`src/rtl/router_1xn_param_pkg.sv`:
```
// Shared types and helpers for the 1xN packet router: FSM states and header field extraction.
package router_1xn_param_pkg;

  localparam int HDR_MAX_W = 32;

  typedef enum logic [2:0] {
    ST_DECODE,
    ST_WAIT_EMPTY,
    ST_LOAD_DATA,
    ST_CHECK,
    ST_DROP
  } state_e;

  function automatic logic [HDR_MAX_W-1:0] hdr_addr(input logic [HDR_MAX_W-1:0] hdr,
                                                    input int unsigned aw);
    return hdr & ((HDR_MAX_W'(1) << aw) - HDR_MAX_W'(1));
  endfunction

  function automatic logic [HDR_MAX_W-1:0] hdr_len(input logic [HDR_MAX_W-1:0] hdr,
                                                   input int unsigned aw,
                                                   input int unsigned dw);
    return (hdr >> aw) & ((HDR_MAX_W'(1) << (dw - aw)) - HDR_MAX_W'(1));
  endfunction

endpackage

```
`src/rtl/router_1xn_param_fifo_ch.sv`:
```
// One output channel: synchronous FIFO with registered read data, plus an unread-timeout
// counter that flushes the whole FIFO when the consumer ignores it for TIMEOUT cycles.
module router_1xn_param_fifo_ch #(
  parameter int DATA_W  = 8,
  parameter int DEPTH   = 16,
  parameter int TIMEOUT = 30
) (
  input  logic              clk,
  input  logic              resetn,
  input  logic              i_wr,
  input  logic [DATA_W-1:0] i_wdata,
  input  logic              i_rd,
  output logic [DATA_W-1:0] o_rdata,
  output logic              o_empty,
  output logic              o_full
);

  localparam int PW = $clog2(DEPTH);
  localparam int TW = $clog2(TIMEOUT + 1);

  logic [DATA_W-1:0] r_mem [DEPTH];
  logic [PW:0]       r_wp, r_rp;
  logic [TW-1:0]     r_tcnt;
  logic              w_empty, w_full, w_rd, w_wr, w_flush;

  assign w_empty = (r_wp == r_rp);
  assign w_full  = (r_wp[PW] != r_rp[PW]) && (r_wp[PW-1:0] == r_rp[PW-1:0]);
  assign w_rd    = i_rd && !w_empty;
  assign w_wr    = i_wr && (!w_full || w_rd);
  // Flush wins over a same-cycle write; a flush never coincides with a read.
  assign w_flush = !w_empty && !i_rd && (r_tcnt == TW'(TIMEOUT - 1));

  assign o_empty = w_empty;
  assign o_full  = w_full;

  always_ff @(posedge clk or negedge resetn) begin
    if (!resetn) begin
      r_wp <= '0;
      r_rp <= '0;
    end else if (w_flush) begin
      r_wp <= '0;
      r_rp <= '0;
    end else begin
      if (w_wr) r_wp <= r_wp + 1'b1;
      if (w_rd) r_rp <= r_rp + 1'b1;
    end
  end

  always_ff @(posedge clk) begin
    if (w_wr && !w_flush) r_mem[r_wp[PW-1:0]] <= i_wdata;
  end

  always_ff @(posedge clk or negedge resetn) begin
    if (!resetn)   o_rdata <= '0;
    else if (w_rd) o_rdata <= r_mem[r_rp[PW-1:0]];
  end

  always_ff @(posedge clk or negedge resetn) begin
    if (!resetn)                          r_tcnt <= '0;
    else if (w_empty || i_rd || w_flush)  r_tcnt <= '0;
    else                                  r_tcnt <= r_tcnt + 1'b1;
  end

endmodule

```
`src/rtl/router_1xn_param.sv`:
```
// 1xN byte-packet router: input FSM with parity check, address decode and write demux
// into NUM_CH per-channel FIFOs; packets to nonexistent channels are consumed and dropped.
module router_1xn_param
  import router_1xn_param_pkg::*;
#(
  parameter int DATA_W     = 8,
  parameter int NUM_CH     = 3,
  parameter int ADDR_W     = 2,
  parameter int FIFO_DEPTH = 16,
  parameter int TIMEOUT    = 30
) (
  input  logic                     clk,
  input  logic                     resetn,
  input  logic                     packet_valid,
  input  logic [DATA_W-1:0]        data_in,
  input  logic [NUM_CH-1:0]        read_enb,
  output logic [NUM_CH*DATA_W-1:0] data_out,
  output logic [NUM_CH-1:0]        vldout,
  output logic                     busy,
  output logic                     err,
  output logic                     drop
);

  state_e                         r_state, w_nstate;
  logic [DATA_W-1:0]              r_hdr, r_par, r_rxpar, w_wdata;
  logic [ADDR_W-1:0]              r_dest, w_addr, w_sel;
  logic                           r_err, r_drop;
  logic                           w_busy, w_we, w_addr_ok, w_sel_empty, w_sel_full;
  logic [NUM_CH-1:0]              w_empty, w_full, w_wr;
  logic [NUM_CH-1:0][DATA_W-1:0]  w_rdata;

  assign w_addr    = ADDR_W'(hdr_addr(HDR_MAX_W'(data_in), ADDR_W));
  assign w_addr_ok = (32'(w_addr) < 32'(NUM_CH));
  // In DECODE the destination is the incoming header; afterwards it is the latched one.
  assign w_sel     = (r_state == ST_DECODE) ? w_addr : r_dest;

  always_comb begin
    w_sel_empty = 1'b0;
    w_sel_full  = 1'b0;
    for (int i = 0; i < NUM_CH; i++) begin
      if (w_sel == ADDR_W'(i)) begin
        w_sel_empty = w_empty[i];
        w_sel_full  = w_full[i];
      end
    end
  end

  always_comb begin
    case (r_state)
      ST_WAIT_EMPTY, ST_CHECK: w_busy = 1'b1;
      ST_LOAD_DATA:            w_busy = w_sel_full;
      default:                 w_busy = 1'b0;
    endcase
  end

  always_comb begin
    w_nstate = r_state;
    w_we     = 1'b0;
    w_wdata  = data_in;
    case (r_state)
      ST_DECODE: begin
        if (packet_valid) begin
          if (!w_addr_ok) begin
            w_nstate = ST_DROP;
          end else if (w_sel_empty) begin
            w_we     = 1'b1;
            w_nstate = ST_LOAD_DATA;
          end else begin
            w_nstate = ST_WAIT_EMPTY;
          end
        end
      end
      ST_WAIT_EMPTY: begin
        w_wdata = r_hdr;
        if (w_sel_empty) begin
          w_we     = 1'b1;
          w_nstate = ST_LOAD_DATA;
        end
      end
      ST_LOAD_DATA: begin
        if (!w_sel_full) begin
          w_we = 1'b1;
          if (!packet_valid) w_nstate = ST_CHECK;
        end
      end
      ST_CHECK: w_nstate = ST_DECODE;
      ST_DROP:  if (!packet_valid) w_nstate = ST_DECODE;
      default:  w_nstate = ST_DECODE;
    endcase
  end

  always_ff @(posedge clk or negedge resetn) begin
    if (!resetn) begin
      r_state <= ST_DECODE;
      r_hdr   <= '0;
      r_dest  <= '0;
      r_par   <= '0;
      r_rxpar <= '0;
      r_err   <= 1'b0;
      r_drop  <= 1'b0;
    end else begin
      r_state <= w_nstate;
      r_drop  <= (r_state == ST_DROP) && !packet_valid;
      case (r_state)
        ST_DECODE: begin
          if (packet_valid) begin
            r_hdr  <= data_in;
            r_dest <= w_addr;
            r_par  <= data_in;
            r_err  <= 1'b0;
          end
        end
        ST_LOAD_DATA: begin
          if (!w_sel_full) begin
            if (packet_valid) r_par   <= r_par ^ data_in;
            else              r_rxpar <= data_in;
          end
        end
        ST_CHECK: r_err <= (r_par != r_rxpar);
        default: ;
      endcase
    end
  end

  for (genvar g = 0; g < NUM_CH; g++) begin : g_ch
    assign w_wr[g] = w_we && (w_sel == ADDR_W'(g));

    router_1xn_param_fifo_ch #(
      .DATA_W  (DATA_W),
      .DEPTH   (FIFO_DEPTH),
      .TIMEOUT (TIMEOUT)
    ) u_fifo (
      .clk     (clk),
      .resetn  (resetn),
      .i_wr    (w_wr[g]),
      .i_wdata (w_wdata),
      .i_rd    (read_enb[g]),
      .o_rdata (w_rdata[g]),
      .o_empty (w_empty[g]),
      .o_full  (w_full[g])
    );

    assign data_out[g*DATA_W +: DATA_W] = w_rdata[g];
    assign vldout[g]                    = !w_empty[g];
  end

  assign busy = w_busy;
  assign err  = r_err;
  assign drop = r_drop;

endmodule

```
`config.mk`:
```
export PLATFORM = sky130hd
export DESIGN_NAME = router_1xn_param
export DESIGN_NICKNAME = d
export VERILOG_FILES = /design/src/rtl/router_1xn_param_pkg.sv /design/src/rtl/router_1xn_param_fifo_ch.sv /design/src/rtl/router_1xn_param.sv
export SDC_FILE = /design/constraint.sdc
export NUM_CORES = 1
export LEC_CHECK = 0
export ABC_AREA = 1
export BUFFER_PORTS_ARGS = -buffer_cell sky130_fd_sc_hd__buf_2
export CORE_MARGIN = 2
export CORE_UTILIZATION = 50
export DETAILED_ROUTE_END_ITERATION = 10
export GPL_TIMING_DRIVEN = 0
export PLACE_DENSITY = 0.7
export SYNTH_ARGS = -nofsm -noshare
export SYNTH_HDL_FRONTEND = slang
export SYNTH_SLANG_ARGS = --single-unit
```
`constraint.sdc`:
```
create_clock -name clk -period 3.5 [get_ports clk]
set_input_delay 0.175 -clock clk [delete_from_list [all_inputs] [get_ports clk]]
set_output_delay 0.175 -clock clk [all_outputs]
set_load 0.01 [all_outputs]
```
After elaboration in Yosys (flattened, before gate mapping)
Memories as Yosys holds them, arrays and structs flattened. A register that Yosys moved wholly into a read port is not among the register bits.
Index checks and enable logic that the tools add are counted.
{"block": "classes", "add_sub_neg": 9, "order_cmp": 1, "n_eq_ne": 25, "n_mux": 49, "bitwise_logic": 3, "reduce_logical": 63}
{"op": "$mux W5", "count": 15}
{"op": "$add A5 B1 Y5 const B", "count": 9}
{"op": "$mux W8", "count": 4}
{"op": "$logic_and A1 B1 Y1", "count": 22}
{"op": "$mux W3", "count": 6}
{"op": "$mux W1", "count": 17}
{"op": "$logic_not A1 Y1", "count": 16}
{"op": "$pmux W8 S2", "count": 1}
{"op": "$reduce_bool A2 Y1", "count": 8}
{"op": "$eq A5 B5 Y1", "count": 3}
{"op": "$eq A5 B5 Y1 const B", "count": 3}
{"op": "$eq A4 B4 Y1", "count": 3}
{"op": "$ne A2 B2 Y1 const B", "count": 6}
{"op": "$pmux W3 S4", "count": 1}
{"op": "$logic_or A1 B1 Y1", "count": 9}
{"op": "$ne A8 B8 Y1", "count": 1}
{"op": "$xor A8 B8 Y8", "count": 1}
{"op": "$eq A3 B2 Y1 const B", "count": 2}
{"op": "$reduce_and A5 Y1", "count": 1}
{"op": "$mux W2", "count": 2}
{"op": "$pmux W1 S2", "count": 2}
{"op": "$reduce_and A2 Y1", "count": 2}
{"op": "$reduce_and A4 Y1", "count": 1}
{"op": "$eq A3 B1 Y1 const B", "count": 1}
{"op": "11 further kinds", "count": 14}
{"block": "totals", "reg_bits": 76, "ram_bits": 384, "in_bits": 14, "output_inout_bits": 30, "wordCells": 169, "memories": 3}
{"memory": "g_ch[0].u_fifo.r_mem", "depth": 16, "word_bits": 8, "read_ports": 1, "rd_clocked_by_memory_dff": 1, "wr": 1, "line": "router_1xn_param_fifo_ch.sv:21", "source": "logic [DATA_W-1:0] r_mem [DEPTH];"}
{"memory": "g_ch[1].u_fifo.r_mem", "depth": 16, "word_bits": 8, "read_ports": 1, "rd_clocked_by_memory_dff": 1, "wr": 1, "line": "router_1xn_param_fifo_ch.sv:21"}
{"memory": "g_ch[2].u_fifo.r_mem", "depth": 16, "word_bits": 8, "read_ports": 1, "rd_clocked_by_memory_dff": 1, "wr": 1, "line": "router_1xn_param_fifo_ch.sv:21"}

Longest topological paths before layout
Gate-level depths: netlist of the first run.
{"block": "logic_depth", "word_depth": 15, "mapped_depth": 14, "ltp_nobuf": 13}

Cells and area by module
Synthesis of the first run repeated with hierarchy kept, for this count alone.
{"block": "hier_totals", "cells_unflattened": 2045, "hier_area_um2": 21351.7}
{"mod": "router_1xn_param_fifo_ch at g_ch[0].u_fifo ...", "n_inst": 2, "cells_per_inst": 595, "area_per_inst_um2": 6497.5, "seq_area_each_um2": 4419.2}
{"mod": "router_1xn_param_fifo_ch at g_ch[2].u_fifo", "n_inst": 1, "cells_per_inst": 595, "area_per_inst_um2": 6492.5, "seq_area_each_um2": 4419.2}
{"mod": "router_1xn_param", "n_inst": 1, "cells_per_inst": 260, "area_per_inst_um2": 1864.3, "seq_area_each_um2": 725.7}

Least setup slack after synthesis of the first run
Ideal clock, no wire load.
{"block": "synth_timing", "path_kind": "register -> register", "start": "reg r_state[2]", "end": "mem g_ch[0].u_fifo.r_mem[0][0] (data pin)", "setup_ps": 578, "arrival_ps": 2757, "required_ps": 2922, "setup_slack_ps": 165, "path_stages_with_launch": 6, "path_buffers": 1, "synth_period_minus_slack_ps": 3335, "path_cell_list": "dfrtp_1 > inv_1 > nand2_1 > nor2_1 > clkbuf_1 > o21ai_0"}
{"block": "synth_between", "elab_chain_len": 2}
{"item": "from (decl)", "line": "router_1xn_param.sv:24", "source": "state_e r_state, w_nstate;"}
{"item": "from (signal assigned)", "line": "router_1xn_param.sv:102", "source": "r_state <= w_nstate;"}
{"item": "$eq A3 B1 Y1", "line": "router_1xn_param.sv:60", "source": "case (r_state)"}
{"item": "$mux W8", "line": "router_1xn_param.sv:60"}
{"item": "named net g_ch[0].u_fifo.i_wdata[0]", "line": "router_1xn_param_fifo_ch.sv:11", "source": "input logic [DATA_W-1:0] i_wdata,"}
{"item": "to (decl)", "line": "router_1xn_param_fifo_ch.sv:21"}
The timed path passes the listed nets, and every way through them passes these cells.

Final worst setup path of the first run
{"block": "layout_timing", "start": "reg g_ch[2].u_fifo.r_rp[1]", "end": "mem g_ch[2].u_fifo.r_mem[7][0] (enable)"}
{"block": "layout_between", "elab_chain_len": 11, "word_cells_on_any_way": 22, "cone_classes": "eq/ne: 2; mux: 9; reduce/logical: 11"}
{"item": "from (decl)", "line": "router_1xn_param_fifo_ch.sv:22", "source": "logic [PW:0] r_wp, r_rp;"}
{"item": "from (signal assigned)", "line": "router_1xn_param_fifo_ch.sv:45", "source": "if (w_rd) r_rp <= r_rp + 1'b1;"}
{"item": "$eq A5 B5 Y1", "line": "router_1xn_param_fifo_ch.sv:26", "source": "assign w_empty = (r_wp == r_rp);"}
{"item": "$mux W1", "line": "router_1xn_param.sv:41", "source": "if (w_sel == ADDR_W'(i)) begin"}
{"item": "$mux W1", "line": "router_1xn_param.sv:65, router_1xn_param.sv:75"}
{"item": "$mux W1", "line": "router_1xn_param.sv:63", "source": "if (!w_addr_ok) begin"}
{"item": "$mux W1", "line": "router_1xn_param.sv:62", "source": "if (packet_valid) begin"}
{"item": "$pmux W1 S3", "line": "router_1xn_param.sv:60"}
{"item": "$logic_and A1 B1 Y1", "line": "router_1xn_param.sv:126", "source": "assign w_wr[g] = w_we && (w_sel == ADDR_W'(g));"}
{"item": "$logic_and A1 B1 Y1", "line": "router_1xn_param_fifo_ch.sv:29", "source": "assign w_wr = i_wr && (!w_full || w_rd);"}
{"item": "$logic_and A1 B1 Y1 (*)", "line": "router_1xn_param_fifo_ch.sv:50", "source": "if (w_wr && !w_flush) r_mem[r_wp[PW-1:0]] <= i_wdata;"}
{"item": "$mux W1 (*)", "line": "router_1xn_param_fifo_ch.sv:50"}
{"item": "$mux W1 (not written as such) (*)", "line": "router_1xn_param_fifo_ch.sv:50"}
{"item": "to (decl)", "line": "router_1xn_param_fifo_ch.sv:21"}
Mark *: on every way between the ends. The rest lies on a longest branch, timed or not.

==> results of run 1 <==
[sequential cells by signal, summed over array words and instances (netlist names)]
signal,cells
r_state,3
g_ch.u_fifo.r_rp,15
r_hdr,8
g_ch.u_fifo.o_rdata,24
r_par,8
g_ch.u_fifo.r_wp,15
g_ch.u_fifo.r_mem,384
r_rxpar,8
g_ch.u_fifo.r_tcnt,15
drop,1
err,1
[placed cells by master, fill, tap and decap left out, drive strengths merged]
| cell type | count |
|---|---|
| o2111ai | 1 |
| nand3 | 72 |
| clkinv | 26 |
| nand2 | 146 |
| o21ai | 228 |
| edfxtp | 384 |
| o211ai | 25 |
| a21oi | 7 |
| nand3b | 1 |
| clkinvlp | 1 |
| clkbuf | 134 |
| a221oi | 1 |
| buf | 75 |
| dfrtp | 98 |
| nor3 | 1 |
| o221ai | 72 |
| xor2 | 21 |
| inv | 80 |
| o2111a | 1 |
| xnor2 | 16 |
| nor2 | 324 |
| ha | 21 |
| or2 | 3 |
| o22ai | 32 |
| nand4 | 32 |
| a31oi | 26 |
| dlygate4sd3 | 14 |
| bufinv | 5 |
[layer usage]
metal	GRT usage [%]	vias up	wire, um	part of all wire (%)
met1	34.0	6841	21100	42
met5	0	-	0	0
li1	-	6376	-	-
met2	38.3	640	23600	47
met4	9.04	0	1650	3.3
met3	4.43	123	4130	8.2
[cell usage after synthesis (5+ instances only)]
cell and number:
o221ai_1 72, inv_2 10, inv_1 69, dfrtp_1 98, a21oi_1 7, o211ai_1 25, clkbuf_1 77, a31oi_1 26
buf_2 16, o22ai_1 32, nand2_2 5, nor2_1 317, nand3_1 68, o21ai_1 9, o21ai_0 218, nand2_1 141
xor2_1 21, xnor2_1 16, nand4_4 8, edfxtp_1 384, ha_1 21, nand4_1 24
[worst paths after layout]
path,slack [ns],depth (start not counted),to
setup / recovery,0.23,13,g_ch[2].u_fifo.r_mem[7][0]
hold / removal,0.20,2,r_par[2]
setup reg to reg,0.23,13,g_ch[2].u_fifo.r_mem[7][0]
hold reg to reg,0.49,2,r_hdr[4]
max in group asynchronous,2.58,3,g_ch[2].u_fifo.o_rdata[3]
min in group clk,0.34,3,drop
[metrics by stage]
step / worst slack, ns / hold WS (ns) / instance area (um2) / util [%]
after global routing: 0.128 / 0.242 / 23100 / 58.0
after detailed placement: 0.280 / 0.289 / 21400 / 53.8
final: 0.235 / 0.199 / 23100 / 58.0
after floorplan: 0.165 / -0.121 / 20300 / -
after CTS: 0.274 / 0.203 / 23100 / 58.0
after global placement: -3.55 / 0.399 / 21100 / 53.1
[worst reg2reg max path, delay by kind of cell (launching register included)]
kind,cells,cell delay [ns]
and+or+nand+nor,10,1.82
DFF,1,0.59
buffers and inverters,3,0.48
[logic make-up after synthesis]
logic type	share of synthesized area [%]
and+or+nand+nor	12.6
adders and majority gates	1.30
DFF	69.0
buffers and inverters	3.63
xor gates and xnor gates	1.60
AOI/OAI and AO/OA	11.8
[power by group]
part	leakage, nW	internal, W	switching, W	total (W)
Combinational	2.76	0.00219	0.00517	0.00736
Sequential	4.67	0.00728	0.000476	0.00775
Clock	0.766	0.00291	0.00218	0.00509
[timing repair]
item,4_1_cts,5_1_grt
setup buffers,0,0
hold buffers,14,0
hold endpoints to repair,92,0
[area by class of cell]
cell class	instances	share of cell area (%)
sequential	482	60.5
tap	525	2.84
inverter	81	1.32
timing repair buffer	66	2.36
buffer	100	1.86
clock inverter	31	1.33
clock buffer	57	5.38
multi-input combinational	1030	24.4
==> flow_summary.yaml, run 1 <==
cts:
  ctsHtreeMaxLevel: 2
  cts_buffers: 47
  clkSinkCount: 482
  post_cts_resized: 0
  cts_tree: "built"
  ctsLongestPathBuffers: 3
  cts.reportedPaths.clkPinSlew_ns: 0.06
  clkLatencyLatePin_ns: 0.60
  clockRootBuffer: "clkbuf_16"
die:
  die_h_um: 205
  coreArea_um2: 39800
  die-area_um2: 42100
  die_w_um: 205
  start_util_pct: 50.9
  rows: 73
  num_io_pins: 44
logic_synthesis:
  async_reset_ff_share_pct: 20.3
  ys_seq_elements: 482
  synth_fp_nets: 1728
  yosys.area.top_type: "edfxtp_1"
  synth-main-ff-cell: "edfxtp_1"
  yosys.cell_types.count: 39
  syn_area_per_cell_um2: 12.0
  ys_warn_count: 0
  synth_top_area_share_pct: 56.9
  synth_area_um2: 20300
  ys_seq_area_share_pct: 69.0
  synth.area.top_cells: "edfxtp_1 57%, dfrtp_1 12%, nor2_1 5.9%, o21ai_0 5.4%, o221ai_1 3.1%"
  synth_edf_count: 384
  synthCells: 1693
power:
  p_leak_nw: 8.20
  irDropWorstVdd_uv: 533
  power_w: 0.0202
  power.density_nw_per_um2: 875
global_route:
  grt_overflow: 0
  antenna_found_initial: 0
  grt_max_degree: 51
  grt_pass1_vias: 13400
  grt_util_all_layers_pct: 24.3
  grt_pass1_wl_um: 77500
sta:
  fin_skew_ns: 0.0188
  slew_headroom_pct: 31.5
  post-route-min-period_ns: 3.27
  final.period_utilization_pct: 93.3
  fmax_ghz: 0.306
  rsz0062_at_grt: "no"
  tns_ns: 0
  setup_viol: 0
  worstMarginPinSlew_ns: 1.03
  report.final.slew_viol_count: 0
  hold_viol_final: 0
final_layout:
  multiInputGateArea_um2: 5630
  fill_cells: 3334
  instances_no_fill: 2372
  num_antenna_cells: 0
  layout-drive-gt1-share_pct: 10.2
  ff_latch_area_um2: 14000
  fin_nets: 1843
  area_growth_syn_to_layout_pct: 14.0
detailed_routing:
  drc: 0
  via_per_inst: 5.89
  drt_iter0_drc: 1549
  ant_nets: 0
  firstDrtPassIters: 6
  num_vias: 14000
  wl_per_cell_um: 21.3
  drt_wl_total_um: 50500
critical_path:
  critPathLaunch: "g_ch[2].u_fifo.r_rp[1]"
  end_kind: "flop"
  path_delay_family: "simple AND/OR/NAND/NOR gates"
  startpoint_type: "flop"
  path_max_fanout: 10
  critPathBufInv: 3
  slowest_delay_ns: 0.78
  cp_data_arrival_time_ns: 3.48
  worstReg2RegStart: "g_ch[2].u_fifo.r_rp[1]"
  crit_required_ns: 3.71
  path_cells: "inv_2 > nand2_2 > nand2_2 > nor2_4 > nand3_4 > nand2_1 > nand2_1 > inv_2 > nand3_1 > nand3_2 > buf_4 > nand3_1 > nor2_1"
  cp_slowest_cell: "nor2_1"
  critPathKind: "flop to flop"
min_path:
  min_path_type: "input pin to asynchronous set/reset pin"
place:
  io_buffers: 43
  place.gp.congestion: 0.874
  dp.cells: 2270
  dpl.hpwl_um: 33000
outcome:
  outcome: "finished, final reports clean"
job:
  maxCapViolations: 0
Power figures use the tool's default switching activity.
==> inputs of run 2 (changes only) <==
--- a/config.mk
+++ b/config.mk
@@ -9,8 +9,9 @@
 export BUFFER_PORTS_ARGS = -buffer_cell sky130_fd_sc_hd__buf_2
 export CORE_MARGIN = 2
 export CORE_UTILIZATION = 50
+export CTS_CLUSTER_DIAMETER = 200
 export DETAILED_ROUTE_END_ITERATION = 10
-export GPL_TIMING_DRIVEN = 0
+export GPL_TIMING_DRIVEN = 1
 export PLACE_DENSITY = 0.7
 export SYNTH_ARGS = -nofsm -noshare
 export SYNTH_HDL_FRONTEND = slang
==> flow_summary.yaml, run 2 (synthesis results as in run 1) <==
power:
  irDropWorstVdd_uv: 556
  switching_share_pct: 37.8
  power_w: 0.0198
  p_leak_nw: 8.17
  combPwrFrac_pct: 35.0
  internal_power_w: 0.0123
  p_clk_share_pct: 25.4
  pwr-share-seq_pct: 39.6
  p_sw_w: 0.00748
  power.density_nw_per_um2: 864
cts:
  clockRootBuffer: "clkbuf_16"
  cts_setup_buffers: 0
  ctsLongestPathBuffers: 3
  cts_buffers: 48
  ctsHtreeMaxLevel: 2
  clkSinkCount: 482
  cts_tree: "built"
  clkLatencyLatePin_ns: 0.55
  cts.reportedPaths.clkPinSlew_ns: 0.07
final_layout:
  multiInputGateArea_um2: 5660
  fin_util_pct: 57.5
  mostFrequentLayoutCells: "384 x edfxtp_1, 306 x nor2_1, 210 x o21ai_0"
  num_antenna_cells: 0
  fill_cells: 3235
  area_growth_syn_to_layout_pct: 13.0
  layout-drive-gt1-share_pct: 12.7
  largest_reg_flops: 384
  final_common_cell: "edfxtp_1"
  ff_latch_area_um2: 14000
  fin_area_um2: 22900
  fin_nets: 1780
critical_path:
  path_delay_family: "simple AND/OR/NAND/NOR gates"
  slowest_delay_ns: 0.59
  end_kind: "flop"
  path_max_fanout: 12
  worstReg2RegStart: "g_ch[1].u_fifo.r_rp[2]"
  cp_data_arrival_time_ns: 3.54
  path_cells: "inv_1 > nand2_1 > nand2_1 > nor2_1 > nand4_1 > nand2_1 > nand4_1 > nand3_2 > buf_4 > nand4_4 > nor2_1"
  startpoint_type: "flop"
  critPathBufInv: 2
  cp_slowest_cell: "dfrtp_1"
  critPathLaunch: "g_ch[1].u_fifo.r_rp[2]"
  cp_common_cell: "nand2_1"
  critPathKind: "flop to flop"
  crit_required_ns: 3.68
die:
  die-area_um2: 42100
  num_io_pins: 44
  rows: 73
  die_w_um: 205
  die_h_um: 205
  start_util_pct: 50.9
  coreArea_um2: 39800
detailed_routing:
  ant_nets: 0
  drt_wl_total_um: 48400
  num_vias: 13600
  firstDrtPassIters: 6
  via_per_inst: 5.87
  drt_iter0_drc: 1439
  drc: 0
  wl_per_cell_um: 21.0
sta:
  setup_viol: 0
  slew_headroom_pct: 23.9
  report.final.slew_viol_count: 0
  fmax_ghz: 0.297
  hold_viol_final: 0
  rsz0062_at_grt: "yes"
  worstMarginPinSlew_ns: 1.14
  hold_ws_ns: 0.0364
  post-route-min-period_ns: 3.36
  fin_skew_ns: 0.0163
  final.period_utilization_pct: 96.1
place:
  place_area_um2: 21200
  io_buffers: 43
  place.gp.congestion: 0.863
  dpl.hpwl_um: 30500
min_path:
  min_path_type: "input pin to flop"
  hold_path_startpoint: "read_enb[2]"
outcome:
  outcome: "finished, final reports clean"
global_route:
  grt_pass1_vias: 13300
  grt_max_degree: 69
  grt_pass1_wl_um: 75800
  antenna_found_initial: 1
  grt_util_all_layers_pct: 23.5
  grt_overflow: 0
job:
  maxCapViolations: 0
## run 2: final timing paths
| check | cells past startpoint | slack [ns] | to |
|---|---|---|---|
| worst min register to register | 2 | 0.49 | r_hdr[5] |
| worst max-delay path | 11 | 0.14 | g_ch[1].u_fifo.r_mem[8][4] |
| max in group asynchronous | 3 | 2.47 | g_ch[1].u_fifo.r_rp[0] |
| min in group asynchronous | 2 | 0.29 | r_par[2] |
| worst max register to register | 11 | 0.14 | g_ch[1].u_fifo.r_mem[8][4] |
| worst min-delay path | 3 | 0.04 | g_ch[2].u_fifo.r_rp[0] |
## run 2: worst register-to-register path: cells and delay by family, from the launching register on
family                 cells  cell delay (ns)
buffers and inverters      2             0.57
and+or+nand+nor            9             1.83
DFF                        1             0.59
## run 2: final cells by class
class                   instances  area share [%]
multi-input cells            1030            24.7
inverters                      81            1.33
flip-flops and latches        482            61.1
well taps                     525            2.87
clock buffers                  70            6.14
repair buffers                102            3.16
clock inverters                18           0.689
## run 2: metal layers
layer	global-route usage [%]	up-vias	share of wire [%]
met5	0	-	0
met4	7.79	0	2.7
met3	3.01	89	6.7
met2	38.6	524	48
met1	32.7	6697	43
li1	-	6242	-
## run 2: per-stage QoR
stage                     setup TNS (ns)  setup WS (ns)  cells
after floorplan                        0          0.165   1693
after global placement                 0          0.317   2210
after detailed placement               0          0.181   2210
after CTS                              0          0.171   2308
after global routing              -0.839        -0.0572   2308
final                                  0          0.138   2308
## run 2: power by group through the flow
| stage | Combinational (W) | Clock [W] | Sequential (W) |
|---|---|---|---|
| after global placement | 0.00672 | 0 | 0.00791 |
| after detailed placement | 0.00683 | 0 | 0.00793 |
| after CTS | 0.00688 | 0.00511 | 0.00782 |
| after floorplan | 0.00465 | 0 | 0.00784 |
| final | 0.00691 | 0.00503 | 0.00783 |
| after global routing | 0.00760 | 0.00534 | 0.00792 |
## run 2: timing repair
| item | 4_1_cts | 5_1_grt |
|---|---|---|
| gates resized for setup | 0 | 10 |
| hold buffers | 10 | 0 |
| endpoints found under the setup margin | 0 | 72 |
| hold endpoints to repair | 77 | 0 |
==> inputs of run 3 (changes only) <==
--- a/config.mk
+++ b/config.mk
@@ -8,11 +8,12 @@
 export ABC_AREA = 1
 export BUFFER_PORTS_ARGS = -buffer_cell sky130_fd_sc_hd__buf_2
 export CORE_MARGIN = 2
-export CORE_UTILIZATION = 50
+export CORE_UTILIZATION = 56
 export CTS_CLUSTER_DIAMETER = 200
 export DETAILED_ROUTE_END_ITERATION = 10
 export GPL_TIMING_DRIVEN = 1
-export PLACE_DENSITY = 0.7
+export PLACE_DENSITY = 0.77
 export SYNTH_ARGS = -nofsm -noshare
 export SYNTH_HDL_FRONTEND = slang
+export SYNTH_HIERARCHICAL = 1
 export SYNTH_SLANG_ARGS = --single-unit
==> flow_summary.yaml, run 3 <==
sta:
  slew_headroom_pct: 25.5
  fin_skew_ns: 0.0173
  setup_viol: 0
  rsz0062_at_grt: "yes"
  tns_ns: 0
  worstMarginPinSlew_ns: 1.11
  hold_ws_ns: 0.0575
  fmax_ghz: 0.294
  post-route-min-period_ns: 3.40
  final.period_utilization_pct: 97.1
  report.final.slew_viol_count: 0
  hold_viol_final: 0
die:
  start_util_pct: 56.8
  die-area_um2: 39700
  coreArea_um2: 37600
  num_io_pins: 44
  rows: 71
  die_w_um: 199
  die_h_um: 199
logic_synthesis:
  synth_xor_area_share_pct: 1.44
  yosys.cell_types.count: 35
  synth_mux_area_share_pct: 0
  yosysMostFrequentCell: "nor2_1"
  synth.area.top_cells: "edfxtp_1 54%, dfrtp_1 11%, nor2_1 7.9%, nand2_1 6.3%, o21ai_0 5.4%"
  synth_edf_count: 384
  synth_compound_area_share_pct: 7.24
  ys_seq_elements: 482
  synthSimpleGateAreaFrac_pct: 20.5
  syn_area_per_cell_um2: 10.4
  synthAdderAreaFrac_pct: 1.23
  synth_top_family_by_area: "simple AND/OR/NAND/NOR gates"
  synthCells: 2045
  synth_area_um2: 21400
  synth_top_area_share_pct: 54.0
  synth-main-ff-cell: "edfxtp_1"
  ys_seq_area_share_pct: 65.5
  async_reset_ff_share_pct: 20.3
  synthTopCellsByCount: "448 x nor2_1, 384 x edfxtp_1, 361 x nand2_1"
  synth_fp_nets: 2080
  yosys.area.top_type: "edfxtp_1"
  ys_warn_count: 6
cts:
  cts.reportedPaths.clkPinSlew_ns: 0.06
  clockRootBuffer: "clkbuf_16"
  clkLatencyLatePin_ns: 0.58
  ctsHtreeMaxLevel: 2
  cts_buffers: 48
  cts_tree: "built"
  ctsLongestPathBuffers: 3
  clkSinkCount: 482
outcome:
  outcome: "finished, final reports clean"
critical_path:
  cp_data_arrival_time_ns: 3.61
  critPathKind: "flop to flop"
  cp_common_cell: "nand2_1"
  slowest_delay_ns: 0.60
  startpoint_type: "flop"
  critPathBufInv: 4
  path_delay_family: "simple AND/OR/NAND/NOR gates"
  path_cells: "inv_1 > nand2_1 > nand2_1 > nor2_2 > nand3_4 > inv_1 > inv_1 > nand3_1 > nand2_1 > nand2_1 > nand4_1 > nand3_1 > nand2_1 > inv_1 > nand3_4 > nor2_1"
  crit_required_ns: 3.71
  end_kind: "flop"
  cp_slowest_cell: "nor2_1"
  path_max_fanout: 16
global_route:
  grt_pass1_vias: 14800
  grt_util_all_layers_pct: 26.2
  grt_pass1_wl_um: 79000
  grt_max_degree: 75
  grt_overflow: 0
  antenna_found_initial: 0
power:
  pwr-share-seq_pct: 37.8
  power.density_nw_per_um2: 864
  p_clk_share_pct: 24.8
  irDropWorstVdd_uv: 609
  internal_power_w: 0.0126
  switching_share_pct: 39.2
  power_w: 0.0208
  p_sw_w: 0.00813
  combPwrFrac_pct: 37.4
  p_leak_nw: 9.28
min_path:
  min_path_type: "input pin to flop"
final_layout:
  largest_reg_flops: 384
  instances_no_fill: 2659
  fin_nets: 2145
  num_antenna_cells: 0
  area_growth_syn_to_layout_pct: 12.6
  mostFrequentLayoutCells: "440 x nor2_1, 384 x edfxtp_1, 361 x nand2_1"
  layout-drive-gt1-share_pct: 12.9
  fill_cells: 2803
  final_common_cell: "nor2_1"
  fin_area_um2: 24000
job:
  maxCapViolations: 0
place:
  place.gp.congestion: 0.923
  place_area_um2: 22200
  io_buffers: 43
  dp.cells: 2551
  dpl.hpwl_um: 31900
detailed_routing:
  via_per_inst: 5.67
  drt_iter0_drc: 1888
  firstDrtPassIters: 6
  ant_nets: 0
  num_vias: 15100
  wl_per_cell_um: 19.2
  drc: 0
  drt_wl_total_um: 50900
## run 3: changes by cell type in the layout (fill, tap and decap cells not counted), sizes merged, moves of 32 or more
cell    before  now
nand2      146  372
nor2       324  485
o221ai      72    0
nand3       72  117
inv         80  112
o22ai       32    0
## run 3: worst min-delay path, stage by stage
cell     delay, ns
buf_2         0.13
nand2_4       0.14
o21ai_0       0.12
## run 3: final cells by class
class | instances | area, um2 | share of cell area (%)
flip-flops and latches | 482 | 14000 | 58.2
multi-input cells | 1360 | 6660 | 27.7
clock buffers | 61 | 1310 | 5.46
repair buffers | 104 | 743 | 3.09
well taps | 511 | 639 | 2.66
inverters | 114 | 428 | 1.78
clock inverters | 27 | 267 | 1.11
## run 3: logic make-up (layout without fill, tap and decap cells)
logic type	Yosys count	in the layout
AOI/OAI and AO/OA	291	291
DFF	482	482
buffers and inverters	203	306
and+or+nand+nor	1013	1013
adders and majority gates	21	21
xor gates and xnor gates	35	35
## run 3: path summary, 6_finish.rpt
check,from,endpoint,slack (ns),cells after the start
min in group asynchronous,resetn,g_ch[1].u_fifo/r_rp[3],0.13,2
worst min register to register,g_ch[0].u_fifo/r_tcnt[0],g_ch[0].u_fifo/r_tcnt[0],0.49,1
max in group asynchronous,resetn,g_ch[0].u_fifo/r_rp[0],2.56,3
worst min-delay path,read_enb[2],g_ch[2].u_fifo/r_rp[0],0.06,3
worst max-delay path,g_ch[2].u_fifo/r_wp[2],g_ch[0].u_fifo/r_mem[0][5],0.10,16
worst max register to register,g_ch[2].u_fifo/r_wp[2],g_ch[0].u_fifo/r_mem[0][5],0.10,16
## run 3: per-stage QoR
step / utilization (%) / setup slack, ns
finish: 64.0 / 0.103
floorplan: - / 0.155
CTS: 63.6 / 0.120
global placement: 59.1 / 0.274
global route: 64.0 / -0.188
detailed placement: 59.1 / 0.145
## run 3: layer usage
metal,wire length (um),GRT usage [%],vias to the layer above
li1,-,-,7048
met1,20600,35.1,7162
met2,24200,43.0,730
met3,4500,4.98,127
met4,1610,9.29,0
met5,0,0,-
## run 3: power groups by stage
stage	Combinational [W]	Sequential, W	Clock, W
after CTS	0.00757	0.00784	0.00522
after floorplan	0.00499	0.00795	0
final	0.00776	0.00784	0.00516
after detailed placement	0.00748	0.00795	0
after global placement	0.00735	0.00792	0
after global routing	0.00855	0.00792	0.00543
## run 3: timing repair
item,CTS,global route
gates resized for setup,0,17
endpoints found under the setup margin,0,150
buffers inserted,0,8
endpoints found under the hold margin,46,0
hold buffers,12,0
